**src/rtl/decode_pkg.sv**
```systemverilog
// rtl/decode_pkg.sv - opcodes, field positions and decoded bundle type for the decode stage
package decode_pkg;

    localparam int INSTR_W = 32;
    localparam int OPC_W   = 4;
    localparam int REG_W   = 5;
    localparam int ALU_W   = 3;

    function automatic int imm_w(input int instr_width, input int opc_width, input int reg_width);
        return instr_width - opc_width - 2 * reg_width;
    endfunction

    localparam int IMM_W     = imm_w(INSTR_W, OPC_W, REG_W);
    localparam int OPC_LSB   = INSTR_W - OPC_W;
    localparam int DEST_LSB  = OPC_LSB - REG_W;
    localparam int SRC_A_LSB = DEST_LSB - REG_W;
    localparam int SRC_B_LSB = SRC_A_LSB - REG_W;

    localparam logic [OPC_W-1:0] OP_NOP        = 4'h0;
    localparam logic [OPC_W-1:0] OP_ALU_RR_LO  = 4'h1;
    localparam logic [OPC_W-1:0] OP_ALU_RR_HI  = 4'h7;
    localparam logic [OPC_W-1:0] OP_ALU_IMM_LO = 4'h8;
    localparam logic [OPC_W-1:0] OP_ALU_IMM_HI = 4'hB;
    localparam logic [OPC_W-1:0] OP_LOAD       = 4'hC;
    localparam logic [OPC_W-1:0] OP_STORE      = 4'hD;
    localparam logic [OPC_W-1:0] OP_BRANCH     = 4'hE;
    localparam logic [OPC_W-1:0] OP_HALT       = 4'hF;

    typedef struct packed {
        logic             read_src_a;
        logic             read_src_b;
        logic [REG_W-1:0] src_a;
        logic [REG_W-1:0] src_b;
        logic             write_dest;
        logic [REG_W-1:0] dest;
        logic             alu_en;
        logic [ALU_W-1:0] alu_op;
        logic             use_imm;
        logic [IMM_W-1:0] imm;
        logic             mem_rd;
        logic             mem_wr;
        logic             branch;
        logic             halt;
    } decoded_t;

endpackage

```
**src/rtl/instr_field_decode.sv**
```systemverilog
// rtl/instr_field_decode.sv - combinational instruction word to decoded bundle
module instr_field_decode
    import decode_pkg::*;
(
    input  logic [INSTR_W-1:0] instr,
    output decoded_t           dec
);

    logic [OPC_W-1:0] opc;

    assign opc = instr[OPC_LSB +: OPC_W];

    always_comb begin
        dec        = '0;
        dec.dest   = instr[DEST_LSB +: REG_W];
        dec.src_a  = instr[SRC_A_LSB +: REG_W];
        dec.src_b  = instr[SRC_B_LSB +: REG_W];
        dec.imm    = instr[IMM_W-1:0];
        case (opc)
            OP_NOP: begin
            end
            OP_LOAD: begin
                dec.read_src_a = 1'b1;
                dec.write_dest = 1'b1;
                dec.mem_rd     = 1'b1;
                dec.use_imm    = 1'b1;
            end
            OP_STORE: begin
                dec.read_src_a = 1'b1;
                dec.read_src_b = 1'b1;
                dec.mem_wr     = 1'b1;
                dec.use_imm    = 1'b1;
            end
            OP_BRANCH: begin
                dec.read_src_a = 1'b1;
                dec.read_src_b = 1'b1;
                dec.branch     = 1'b1;
            end
            OP_HALT: begin
                dec.halt = 1'b1;
            end
            default: begin
                // remaining opcodes are the two ALU groups
                dec.read_src_a = 1'b1;
                dec.write_dest = 1'b1;
                dec.alu_en     = 1'b1;
                if (opc <= OP_ALU_RR_HI) begin
                    dec.read_src_b = 1'b1;
                    dec.alu_op     = opc[ALU_W-1:0];
                end else begin
                    dec.use_imm = 1'b1;
                    dec.alu_op  = {1'b0, opc[1:0]};
                end
            end
        endcase
        // r0 is hardwired zero, so a write to it is discarded here
        if (dec.dest == '0) begin
            dec.write_dest = 1'b0;
        end
    end

endmodule

```
**src/rtl/decode_stage.sv**
```systemverilog
// rtl/decode_stage.sv - registered decode stage with hazard scoreboard and HALT state machine
module decode_stage
    import decode_pkg::*;
#(
    parameter int INSTR_WIDTH     = 32,
    parameter int OPCODE_WIDTH    = 4,
    parameter int REG_ADDR_WIDTH  = 5,
    parameter int ALU_OP_WIDTH    = 3,
    parameter int STALL_CNT_WIDTH = 16
) (
    input  logic                                                   clk,
    input  logic                                                   rst,
    input  logic                                                   in_valid,
    output logic                                                   in_ready,
    input  logic [INSTR_WIDTH-1:0]                                 instr_in,
    output logic                                                   out_valid,
    input  logic                                                   out_ready,
    output logic                                                   read_src_a,
    output logic                                                   read_src_b,
    output logic [REG_ADDR_WIDTH-1:0]                              src_reg_addr_a,
    output logic [REG_ADDR_WIDTH-1:0]                              src_reg_addr_b,
    output logic                                                   write_dest,
    output logic [REG_ADDR_WIDTH-1:0]                              dest_reg_addr,
    output logic                                                   alu_en,
    output logic [ALU_OP_WIDTH-1:0]                                alu_op,
    output logic                                                   use_imm,
    output logic [INSTR_WIDTH-OPCODE_WIDTH-2*REG_ADDR_WIDTH-1:0]   imm,
    output logic                                                   mem_rd,
    output logic                                                   mem_wr,
    output logic                                                   branch,
    output logic                                                   halt,
    input  logic                                                   wb_valid,
    input  logic [REG_ADDR_WIDTH-1:0]                              wb_addr,
    input  logic                                                   flush,
    input  logic                                                   resume,
    output logic                                                   halted,
    output logic [STALL_CNT_WIDTH-1:0]                             stall_cnt
);

    localparam logic [0:0] ST_RUN    = 1'b0;
    localparam logic [0:0] ST_HALTED = 1'b1;
    localparam int         NUM_REGS  = 1 << REG_ADDR_WIDTH;

    // the shared decoded_t layout fixes the field widths
    if (OPCODE_WIDTH != 4) begin : g_bad_opcode_width
        $error("decode_stage: OPCODE_WIDTH must be 4");
    end
    if (INSTR_WIDTH != INSTR_W || REG_ADDR_WIDTH != REG_W || ALU_OP_WIDTH != ALU_W) begin : g_bad_widths
        $error("decode_stage: widths must match decode_pkg");
    end

    decoded_t            dec;
    decoded_t            out_q;
    logic [0:0]          state;
    logic [NUM_REGS-1:0] sb;
    logic [NUM_REGS-1:0] sb_next;
    logic                hazard;
    logic                accept;

    instr_field_decode u_field_decode (
        .instr (instr_in),
        .dec   (dec)
    );

    // a retiring register still stalls this cycle: there is no bypass
    assign hazard = (dec.read_src_a && (dec.src_a != '0) && sb[dec.src_a])
                 || (dec.read_src_b && (dec.src_b != '0) && sb[dec.src_b])
                 || (dec.write_dest && sb[dec.dest]);

    assign in_ready = !rst && (state == ST_RUN) && !hazard && (!out_valid || out_ready) && !flush;
    assign accept   = in_valid && in_ready;

    always_comb begin
        sb_next = sb;
        if (wb_valid) begin
            sb_next[wb_addr] = 1'b0;
        end
        if (flush && out_valid && out_q.write_dest) begin
            sb_next[out_q.dest] = 1'b0;
        end
        if (accept && dec.write_dest) begin
            sb_next[dec.dest] = 1'b1;
        end
    end

    always_ff @(posedge clk or posedge rst) begin
        if (rst) begin
            state     <= ST_RUN;
            out_valid <= 1'b0;
            out_q     <= '0;
            sb        <= '0;
            stall_cnt <= '0;
        end else begin
            sb <= sb_next;
            if (flush) begin
                out_valid <= 1'b0;
            end else if (accept) begin
                out_valid <= 1'b1;
            end else if (out_ready) begin
                out_valid <= 1'b0;
            end
            if (accept) begin
                out_q <= dec;
            end
            if (in_valid && hazard && (state == ST_RUN) && (stall_cnt != '1)) begin
                stall_cnt <= stall_cnt + 1'b1;
            end
            case (state)
                ST_RUN:    if (accept && dec.halt) state <= ST_HALTED;
                ST_HALTED: if (resume) state <= ST_RUN;
                default:   state <= ST_RUN;
            endcase
        end
    end

    assign halted         = (state == ST_HALTED);
    assign read_src_a     = out_q.read_src_a;
    assign read_src_b     = out_q.read_src_b;
    assign src_reg_addr_a = out_q.src_a;
    assign src_reg_addr_b = out_q.src_b;
    assign write_dest     = out_q.write_dest;
    assign dest_reg_addr  = out_q.dest;
    assign alu_en         = out_q.alu_en;
    assign alu_op         = out_q.alu_op;
    assign use_imm        = out_q.use_imm;
    assign imm            = out_q.imm;
    assign mem_rd         = out_q.mem_rd;
    assign mem_wr         = out_q.mem_wr;
    assign branch         = out_q.branch;
    assign halt           = out_q.halt;

endmodule

```
**config.mk**
```make
export PLATFORM = sky130hd
export DESIGN_NAME = decode_stage
export DESIGN_NICKNAME = d
export VERILOG_FILES = /design/src/rtl/decode_pkg.sv /design/src/rtl/instr_field_decode.sv /design/src/rtl/decode_stage.sv
export SDC_FILE = /design/constraint.sdc
export NUM_CORES = 1
export LEC_CHECK = 0
export ABC_CLOCK_PERIOD_IN_PS = 2900
export CAP_MARGIN = 10
export CORE_ASPECT_RATIO = 0.6
export CORE_MARGIN = 10
export CORE_UTILIZATION = 40
export CTS_CLUSTER_SIZE = 8
export DETAILED_ROUTE_END_ITERATION = 16
export DONT_BUFFER_PORTS = 1
export GPL_TIMING_DRIVEN = 0
export RECOVER_POWER = 25
export SYNTH_ARGS = -nofsm -noshare
export SYNTH_HDL_FRONTEND = slang
export SYNTH_SLANG_ARGS = --single-unit
```
**constraint.sdc**
```tcl
create_clock -name clk -period 2.9 [get_ports clk]
set_input_delay 0 -clock clk [delete_from_list [all_inputs] [get_ports clk]]
set_output_delay 0 -clock clk [all_outputs]
set_load 0.01 [all_outputs]
```
Yosys cells after proc, flatten, opt, wreduce, memory -nomap -nowiden
Cells that the tools add are included.

Register bits: 95. Word-level logic and storage cells: 112. Output and inout bits: 64. Input bits: 44.

Bitwise gates (word level): 6. Eq/ne operators: 5. Add/sub/neg operators: 1. Order comparisons: 9. Reduce and logical (&&, ||, !) cells: 39. Multiplexer cells: 34.

Operators by type and width (number): 2-to-1 mux 32 bit (3); AND 32 bit (2); inverter 32 bit (2); bitwise OR 32 bit (1); less-than comparator 5 x 6 -> 1 bit (second input constant) (5); logical AND 1 bit (20); 2-to-1 mux 1 bit (20); adder 16 x 1 -> 16 bit (second input constant) (1); equality test 4 bit (second input constant) (4); inequality test 16 bit (second input constant) (1); binary-select mux 1 bit (select 5 bit) (3); demux 1 bit (select 5 bit) (3); >= comparator 5 x 1 -> 1 bit (second input constant) (3); nonzero test 5 bit (2); case mux 1 bit (2 select lines) (3); OR reduction 2 bit (3); OR reduction 3 bit (2); logical NOT 5 bit (1); OR reduction 5 bit (1); less-or-equal comparator 4 x 3 -> 1 bit (second input constant) (1); logical NOT 1 bit (4); logical NOT 4 bit (1); 2-to-1 mux 4 bit (1); OR reduction 4 bit (1); other kinds (4) (6).

Depth between registers and ports, before layout
Gate-level depths: netlist of the first run.

Depth after elaboration: 15. Depth in mapped cells: 11. Mapped depth without buffers: 7.

Cells and area by module
A second synthesis of the first run with hierarchy kept.

Cell total of the unflattened synthesis: 474. Area total of the unflattened synthesis: 5461.5 µm².

By module, submodules not included: decode_stage (cells an instance 422, area an instance 5078.6 µm², sequential area each 2377.3 µm², instances 1); instr_field_decode (cells an instance 52, area an instance 382.9 µm², sequential area each 0.0 µm², instances 1).

Least setup slack after synthesis of the first run
Ideal clock, no wire load.

Kind: reg-to-reg. From: register sb[22]. To: register out_q (netlist bit imm[0]). Period minus slack after synthesis: 2.594 ns. Data arrival time: 2.469 ns. Slack: 0.306 ns. Path buffers: 2. Setup time: 0.125 ns. Data required time: 2.775 ns. Stages on the path, launching flop included: 10. Cell sequence: dfrtp_1 -> mux4_2 -> a22oi_1 -> nand3_1 -> a32o_1 -> a221oi_4 -> nand4_1 -> buf_4 -> buf_6 -> mux2_4.

Word-level cells in the longest chain between the ends: 10. Elaborated cells between the ends (all ways): 16. Those cells by class: 6 x mux; 10 x reduce/logical.

RTL lines: start, declared (line decode_stage.sv:55) `logic [NUM_REGS-1:0] sb;`; start signal, assigned (line decode_stage.sv:94) `sb <= sb_next;`; binary-select mux 1 bit (select 5 bit) (on tied branches) (line decode_stage.sv:66, decode_stage.sv:67); 2-to-1 mux 1 bit (on tied branches) (line decode_stage.sv:66, decode_stage.sv:67); logical AND 1 bit (on tied branches) (line decode_stage.sv:66, decode_stage.sv:67); logical OR 1 bit (line decode_stage.sv:67) `|| (dec.read_src_b && (dec.src_b != '0) && sb[dec.src_b])`; logical OR 1 bit (*) (line decode_stage.sv:68) `|| (dec.write_dest && sb[dec.dest]);`; logical NOT 1 bit (*) (line decode_stage.sv:70) `assign in_ready = !rst && (state == ST_RUN) && !hazard && (!out_valid || out_ready) && !flush;`; logical AND 1 bit (*) (3 in a row) (line decode_stage.sv:70); logical AND 1 bit (*) (line decode_stage.sv:71) `assign accept = in_valid && in_ready;`; end signal, assigned (line decode_stage.sv:90) `out_q <= '0;`; end signal, assigned (line decode_stage.sv:103) `out_q <= dec;`; end, declared (line decode_stage.sv:53) `decoded_t out_q;`.

Mark *: on every way between the ends. The rest lies on a longest branch, timed or not. The select of a mux whose other input is x is not followed. A chain may end at the register's enable or synchronous reset.

Worst setup path in the final report of the first run
From: register sb[22]. To: register out_q (netlist bit imm[9]).

Same word-level chain as after synthesis.

==> results of run 1 <==
## worst max-delay path, cell delays in order, from the launching register on
cell      delay [ps]
dfrtp_1          420
mux4_2           490
a22oi_2          240
nand3_1          120
a32o_1           300
a221oi_4         280
nand4_1          190
buf_6            200
buf_6            160
mux2_4           300
## layout by cell type (no fill, tap or decap), drive strengths merged, types with 9 or more instances in the layout
cell type,instances
buf,24
o41ai,16
o221ai,31
mux2,38
nor4,10
nor3,10
xor2,15
mux2i,33
nand2,21
dfrtp,90
nor2,13
mux4,12
nand3b,13
o21ai,9
nand3,16
clkbuf,24
dlygate4sd3,29
## state kept, by name (all words and copies together) (netlist names), 3 cells and up
| register | count |
|---|---|
| sb | 32 |
| stall_cnt | 16 |
| imm | 13 |
| dest_reg_addr | 5 |
| src_reg_addr_a | 5 |
| src_reg_addr_b | 5 |
| alu_op | 3 |
## stage by stage
step           setup slack (ps)  hold WS (ps)
3_5_place_dp               -268         -83.1
5_1_grt                  -0.822          26.4
6_report                   75.0          2.74
4_1_cts                    37.1          4.70
2_1_floorplan               306           104
3_3_place_gp               -431           111
## layout make-up
cell class | instances | area [sq um]
Buffer | 32 | 198
Clock buffer | 11 | 253
Fill cell | 1138 | 6680
Tap cell | 170 | 213
Clock inverter | 4 | 27.5
Inverter | 8 | 31.3
Timing Repair Buffer | 34 | 348
Sequential cell | 90 | 2260
Multi-Input combinational cell | 306 | 2850
## timing repair
item,4_1_cts,5_1_grt
setup endpoints to repair,68,49
endpoints found under the hold margin,117,0
hold buffers,29,0
setup buffers,2,2
resized for setup,3,13
pin swaps,0,3
## report_power, final
group	total [uW]	switching, uW	leakage [uW]	internal [uW]
logic	752	346	0.00139	406
registers	1840	375	0.00116	1470
clock network	1130	504	0.000141	624
## metal layers
layer / vias up / routed length (um)
met5: - / 34
met4: 2 / 153
met3: 24 / 1990
met2: 274 / 7660
met1: 2151 / 7310
li1: 1798 / -
## worst paths after layout
kind	endpoint	depth (start not counted)	from	slack [ps]
hold reg to reg	stall_cnt[12]	1	stall_cnt[12]	560
setup reg to reg	imm[9]	9	sb[22]	80
setup / recovery	imm[9]	9	sb[22]	80
hold / removal	src_reg_addr_b[1]	2	instr_in[14]	3
max in group asynchronous	sb[2]	3	rst	1500
min in group asynchronous	mem_rd	2	rst	490
## logic make-up after synthesis
| kind of cell | count (synthesis) |
|---|---|
| buffers and inverters | 40 |
| AND/OR/NAND/NOR | 119 |
| multiplexers | 83 |
| flip-flops | 90 |
| XOR/XNOR | 15 |
| adder cells (fa/ha/maj) | 1 |
| AO/OA/AOI/OAI | 88 |
==> flow_summary.yaml, run 1 <==
floorplan:
  initial_utilization_pct: 40.8
  die_y_um: 109
  fp-row-count: 32
  dieArea_sq_um: 18300
  coreArea_sq_um: 12900
  fp.dieW_um: 168
  ioPinCount: 108
route:
  vias: 4249
  via_per_inst: 6.49
  avgRoutedWirePerCell_um: 26.2
  drt_iter0_markers: 447
  drc: 0
  routed_wl_um: 17100
  dr.pass1.iters: 5
  ant_nets: 0
global_route:
  met1_usage_pct: 24.9
  grt_use_met3_pct: 6.54
  grt.overflow.total: 0
  grt_pass1_vias: 4221
  grt_busiest_layer: "met2"
  grt_use_met2_pct: 26.9
  grt_pass1_wl_um: 26300
  grt_max_degree: 59
  grt_usage_pct: 18.2
  antenna_found_initial: 0
synth:
  synth-compound-area-share_pct: 16.0
  yosys-mux-area-fraction_pct: 21.2
  synthArstFlopShare_pct: 100
  synth_nets: 481
  yosysUniqueCellTypes: 47
  synth_seq_cells: 90
  synth_most_common_cell: "dfrtp_1"
  synth_fa_ha_area_share_pct: 0.238
  synth_edf_count: 0
  synth.avg_cell_area_sq_um: 12.0
  syn_area_sq_um: 5250
  synth-simple-area-share_pct: 13.0
  synthTopCellsByArea: "dfrtp_1 (43%), mux2_4 (6.3%), mux2i_1 (6.3%)"
  synth.largest_area_cell: "dfrtp_1"
  synth_top_family_by_area: "multiplexers"
  yosysSeqAreaShare_pct: 42.9
  ys_top_cells_by_count: "dfrtp_1 (90), mux2i_1 (33), o221ai_1 (31)"
  synth_ff_type: "dfrtp_1"
  synthXorXnorAreaFrac_pct: 2.50
  netlist_instances: 436
  ys.warnings.count: 0
  synth_top_area_share_pct: 42.9
final_layout:
  final_nets: 526
  syn_to_final_growth_pct: 17.6
  antenna_cells: 0
  drive_above_1_share_pct: 25.8
  utilization_pct: 48.0
  final_area_sq_um: 6170
  final_cells: 655
sta:
  drv_slew: 33
  setup_viol: 0
  maxSlewHeadroom_pct: -5.68
  worst_pin_slew_ps: 1580
  fmax_mhz: 354
  min_period_ps: 2820
  timing.final.crit_share_pct: 97.4
  setup_tns_ps: 0
  clock_skew_ps: 4.08
  finalHoldViolCount: 0
power_and_ir_drop:
  p_leak_uw: 0.00269
  finalPower_uw: 3720
  powerDensity_nw_per_um2: 603
  ir_worst_vdd_uv: 328
place:
  numPortBuffers: 0
  placed_cells: 607
  hpwl_um: 12100
  gp_congestion: 0.920
  placed_cell_area_sq_um: 5490
run_status:
  violations: "max-capacitance violations, max-slew violations"
  status: "finished, violations left"
clock_tree:
  cts_made_buffers: 9
  clk_latency_ps: 340
  cts_tree: "built"
  cts_max_level: 3
  max-clock-path-buffers: 2
  clock-sinks: 90
  cts-root-buf: "clkbuf_16"
  clk_pin_slew_ps: 60
critical_path:
  cp-start-kind: "flop"
  end_kind: "flop"
  required_ps: 3130
  crit_fanout: 10
  critical_path_class: "flop to flop"
  arrival_ps: 3050
worst_hold_path:
  min_path_type: "primary input to flop"
job:
  cap_violations: 1
(Power assumes the default switching activity.)
==> run 2, diff against run 1 <==
- ABC_CLOCK_PERIOD_IN_PS: 2900 -> 3430
- clock period: 2.9 -> 3.43 ns (I/O delays scaled with it)
==> run 2 against run 1 <==
Largest power group unchanged; largest cell class unchanged; die area unchanged; maximum frequency is 15% lower; critical path type unchanged; via count down 0.16%; wire length decreased by 0.47%; count of clock-buffer cells in the layout unchanged; core utilization is 0.70 points lower; power shrank 16%; sequential share of layout area is 0.48 points higher; the flow still finishes with violations (max-capacitance violations, max-slew violations).
==> flow_summary.yaml, run 2 (synthesis results as in run 1) <==
global_route:
  met1_usage_pct: 24.9
  grt_use_met2_pct: 26.7
  antenna_found_initial: 0
  grt_pass1_wl_um: 26200
  grt.overflow.total: 0
  grt_max_degree: 59
  grt_pass1_vias: 4216
  grt_usage_pct: 18.2
  grt_busiest_layer: "met2"
  grt_use_met3_pct: 6.50
sta:
  clock_skew_ps: 4.64
  maxSlewHeadroom_pct: -6.68
  fmax_mhz: 301
  drv_slew: 33
  worst_pin_slew_ps: 1590
  timing.final.crit_share_pct: 96.9
  finalHoldViolCount: 0
  setup_viol: 0
  min_period_ps: 3320
critical_path:
  cp.depth: 10
  cp-start-kind: "flop"
  cpMostUsedCell: "buf_4"
  crit_chain: "mux4_2 -> a22oi_1 -> nand3_1 -> a32o_1 -> a221oi_4 -> nand4_1 -> buf_4 -> buf_4 -> o21ai_0 -> dlygate4sd3_1"
  slowest_delay_ps: 570
  cpMaxStageDelayCell: "dlygate4sd3_1"
  crit_fanout: 10
  arrival_ps: 3600
  critical_path_buf_inv_count: 3
  rr_worst_depth: 10
  end_kind: "flop"
  required_ps: 3710
  critical_path_class: "flop to flop"
  crit_family: "compound AO/OA/AOI/OAI gates"
final_layout:
  largest_reg_flops: 32
  drive_above_1_share_pct: 23.6
  final_nets: 525
  multi_input_area_sq_um: 2780
  final_cells: 654
  layout_commonest_cell: "dfrtp_1"
  nFillCells: 1149
  syn_to_final_growth_pct: 15.9
  layout_common_cells: "dfrtp_1 (90), mux2i_1 (33), o221ai_1 (31)"
  largest_register: "sb"
  antenna_cells: 0
  seq_area_sq_um: 2250
route:
  drc: 0
  ant_nets: 0
  via_per_inst: 6.49
  avgRoutedWirePerCell_um: 26.1
  dr.pass1.iters: 5
  vias: 4242
  drt_iter0_markers: 529
  routed_wl_um: 17100
power_and_ir_drop:
  internal_power_uw: 2110
  pwr-share-comb_pct: 19.9
  switching_share_pct: 32.8
  powerDensity_nw_per_um2: 515
  p_leak_uw: 0.00264
  switching_power_uw: 1030
  seq_power_share_pct: 49.8
  ir_worst_vdd_uv: 278
  finalPower_uw: 3130
  clkPwrFrac_pct: 30.3
floorplan:
  initial_utilization_pct: 40.8
  ioPinCount: 108
  dieArea_sq_um: 18300
  die_y_um: 109
  fp-row-count: 32
  fp.dieW_um: 168
  coreArea_sq_um: 12900
clock_tree:
  cts_max_level: 3
  cts_tree: "built"
  clk_latency_ps: 340
  ctsResizeCount: 0
  clock-sinks: 90
  cts-root-buf: "clkbuf_16"
  cts_made_buffers: 9
  clk_pin_slew_ps: 60
  max-clock-path-buffers: 2
worst_hold_path:
  min_delay_path_depth: 2
  min_path_type: "primary input to flop"
place:
  numPortBuffers: 0
  hpwl_um: 12100
  gp_congestion: 0.920
  placed_cells: 607
job:
  cap_violations: 1
run_status:
  status: "finished, violations left"
  violations: "max-capacitance violations, max-slew violations"
[run 2: worst reg2reg max path, delay by kind of cell (launching register included)]
family,cells,cell delay [ps]
flip-flops,1,420
AO/OA/AOI/OAI,4,1050
AND/OR/NAND/NOR,2,300
multiplexers,1,480
buffers and inverters,3,1010
[run 2: power by group through the flow]
| stage | combinational [uW] | sequential (uW) | clock, uW |
|---|---|---|---|
| final | 622 | 1560 | 949 |
| after global routing | 671 | 1580 | 1010 |
| after CTS | 611 | 1560 | 964 |
| after detailed placement | 581 | 1580 | 0 |
| after global placement | 563 | 1570 | 0 |
| after floorplan | 478 | 1470 | 0 |
[run 2: cell type report]
type	count	share of cell area (%)
multi-input cells	306	45.6
flip-flops and latches	90	37.0
repair buffers	33	5.60
clock buffers	11	4.16
well taps	170	3.50
plain buffers	32	3.11
inverters	8	0.514
clock inverters	4	0.453
[run 2: worst paths after layout]
path | from | slack (ps) | to
setup reg to reg | sb[22] | 110 | out_valid
max in group asynchronous | rst | 2030 | read_src_b
hold / removal | instr_in[14] | 7 | src_reg_addr_b[1]
setup / recovery | sb[22] | 110 | out_valid
min in group asynchronous | rst | 490 | mem_wr
hold reg to reg | stall_cnt[12] | 560 | stall_cnt[12]
[run 2: routing by layer]
metal | share of wire [%] | wire [um]
met3 | 12 | 2000
met2 | 44 | 7440
met1 | 43 | 7410
met5 | 0 | 0
met4 | 1.3 | 221
[run 2: timing repair]
item                                   CTS  global route
hold buffers                            29             0
setup endpoints to repair                0             1
endpoints found under the hold margin  117             0
buffers inserted                         0             3
[run 2: per-stage QoR]
stage | setup TNS [ps] | hold WS (ps) | util (%) | instance area, sq um | setup WS [ps]
6_report | 0 | 6.87 | 47.3 | 6080 | 108
5_1_grt | -35.5 | 26.4 | 47.3 | 6080 | -35.5
4_1_cts | 0 | 4.70 | 47.2 | 6060 | 53.5
3_5_place_dp | 0 | -83.1 | 42.7 | 5490 | 262
3_3_place_gp | 0 | 111 | 42.5 | 5460 | 99.4
2_1_floorplan | 0 | 104 | - | 5250 | 836
==> run 3, diff against run 2 <==
- HOLD_SLACK_MARGIN: not set -> 0.02
- PLACE_DENSITY_LB_ADDON: not set -> 0.12
==> run 3 against run 2 <==
The run still ends with max-capacitance violations, max-slew violations left; final area rose by 1.0%; cell count rose by 0.76%; core utilization rose by 0.50 points; critical path depth rose by 2; via count rose by 1.3%; critical path type is now primary input to flop; wire length rose by 3.9%; maximum frequency rose by 3.3%.
==> flow_summary.yaml, run 3 (synthesis results as in run 1) <==
run_status:
  status: "finished, violations left"
  violations: "max-capacitance violations, max-slew violations"
critical_path:
  critical_path_class: "primary input to flop"
  reg2reg_from: "sb[20]"
  required_ps: 3720
  crit_fanout: 10
  reg2reg_slack_ps: 240
  rr_worst_depth: 10
  end_kind: "flop"
  arrival_ps: 3510
  cp-start-kind: "primary input"
  r2r_end: "out_valid"
power_and_ir_drop:
  powerDensity_nw_per_um2: 522
  p_leak_uw: 0.00266
  ir_worst_vdd_uv: 216
sta:
  setup_tns_ps: 0
  timing.final.crit_share_pct: 93.8
  rsz0062_at_grt: "no"
  fmax_mhz: 311
  min_period_ps: 3220
  holdWs_ps: 28.7
  worst_pin_slew_ps: 1580
  clock_skew_ps: 10.7
  setup_viol: 0
  finalHoldViolCount: 0
  maxSlewHeadroom_pct: -6.10
  drv_slew: 31
final_layout:
  final_nets: 529
  largest_register: "sb"
  antenna_cells: 0
  syn_to_final_growth_pct: 17.1
  largest_reg_flops: 32
  drive_above_1_share_pct: 23.1
  layout_commonest_cell: "dfrtp_1"
  layout_common_cells: "dfrtp_1 (90), dlygate4sd3_1 (34), mux2i_1 (33)"
global_route:
  grt_max_degree: 61
  grt_usage_pct: 18.9
  grt_pass1_vias: 4255
  antenna_found_initial: 0
  grt_pass1_wl_um: 27000
  grt.overflow.total: 0
clock_tree:
  cts_made_buffers: 9
  clk_pin_slew_ps: 70
  cts_max_level: 3
  clock-sinks: 90
  cts_tree: "built"
  clk_latency_ps: 350
  cts-root-buf: "clkbuf_16"
  max-clock-path-buffers: 2
route:
  vias: 4297
  dr.pass1.iters: 6
  avgRoutedWirePerCell_um: 26.9
  drc: 0
  routed_wl_um: 17700
  via_per_inst: 6.52
  drt_iter0_markers: 437
  ant_nets: 0
place:
  gp_congestion: 0.894
  hpwl_um: 12500
  numPortBuffers: 0
floorplan:
  dieArea_sq_um: 18300
  fp-row-count: 32
  coreArea_sq_um: 12900
  ioPinCount: 108
  die_y_um: 109
  fp.dieW_um: 168
  initial_utilization_pct: 40.8
worst_hold_path:
  hold-path-endpoint: "sb[15]"
  min_path_type: "primary input to flop"
  hp-start: "instr_in[25]"
  min_delay_path_depth: 2
job:
  cap_violations: 1
run 3: changes by cell type in the layout (fill, tap and decap cells not counted), sizes merged:
| cell | change |
|---|---|
| clkinv | -2 |
| dlygate4sd3 | +5 |
| buf | -1 |
| clkinvlp | +1 |
| inv | +2 |
| clkbuf | -1 |
| bufinv | +1 |
run 3: worst max-delay path: stages:
cell,delay [ps]
dlygate4sd3_1,560
buf_6,190
mux4_2,510
a22oi_1,330
nand3_1,130
a32o_1,300
a221oi_4,230
nand4_1,160
buf_4,230
buf_4,210
o21ai_0,80
dlygate4sd3_1,560
run 3: power breakdown:
part	internal (uW)	switching (uW)	total, uW	leakage [uW]
registers	1240	317	1560	0.00116
clock network	573	452	1030	0.000144
logic	338	290	628	0.00135
total	2150	1060	3210	0.00266
run 3: how the worst max path moves through the flow:
stage / slack (ps) / start / endpoint
floorplan: 840 / sb[22] / imm[0]
global placement: -60 / rst / src_reg_addr_b[2]
detailed placement: 230 / instr_in[24] / sb[2]
CTS: 50 / instr_in[14] / out_valid
global route: 30 / instr_in[14] / in_ready
finish: 210 / instr_in[14] / out_valid
run 3: through the flow:
stage	setup slack, ps	utilization, %	cells	total power (uW)	area (sq um)
floorplan	836	-	436	1950	5250
global placement	-60.2	42.5	606	2140	5460
detailed placement	234	42.7	607	2160	5490
CTS	47.2	47.7	657	3220	6130
global route	33.0	47.8	659	3350	6150
finish	212	47.8	659	3210	6150
run 3: per-layer routing:
metal	vias to the layer above	routed length (um)	track usage, %	share of wire [%]
li1	1807	-	-	-
met1	2126	7670	26.3	43
met2	314	7320	26.6	41
met3	50	2400	7.94	14
met4	0	339	4.58	1.9
met5	-	0	0	0
run 3: what timing repair did:
item | CTS | global route
buffers inserted | 0 | 2
hold buffers | 34 | 0
setup endpoints to repair | 0 | 2
gates resized for setup | 0 | 0
endpoints found under the hold margin | 129 | 0
run 3: area by class of cell:
class                           count  area, sq um
Buffer                             32          189
Clock buffer                       10          229
Clock inverter                      6         72.6
Fill cell                        1143         6710
Inverter                            8         31.3
Multi-Input combinational cell    306         2780
Sequential cell                    90         2250
Tap cell                          170          213
Timing Repair Buffer               37          383
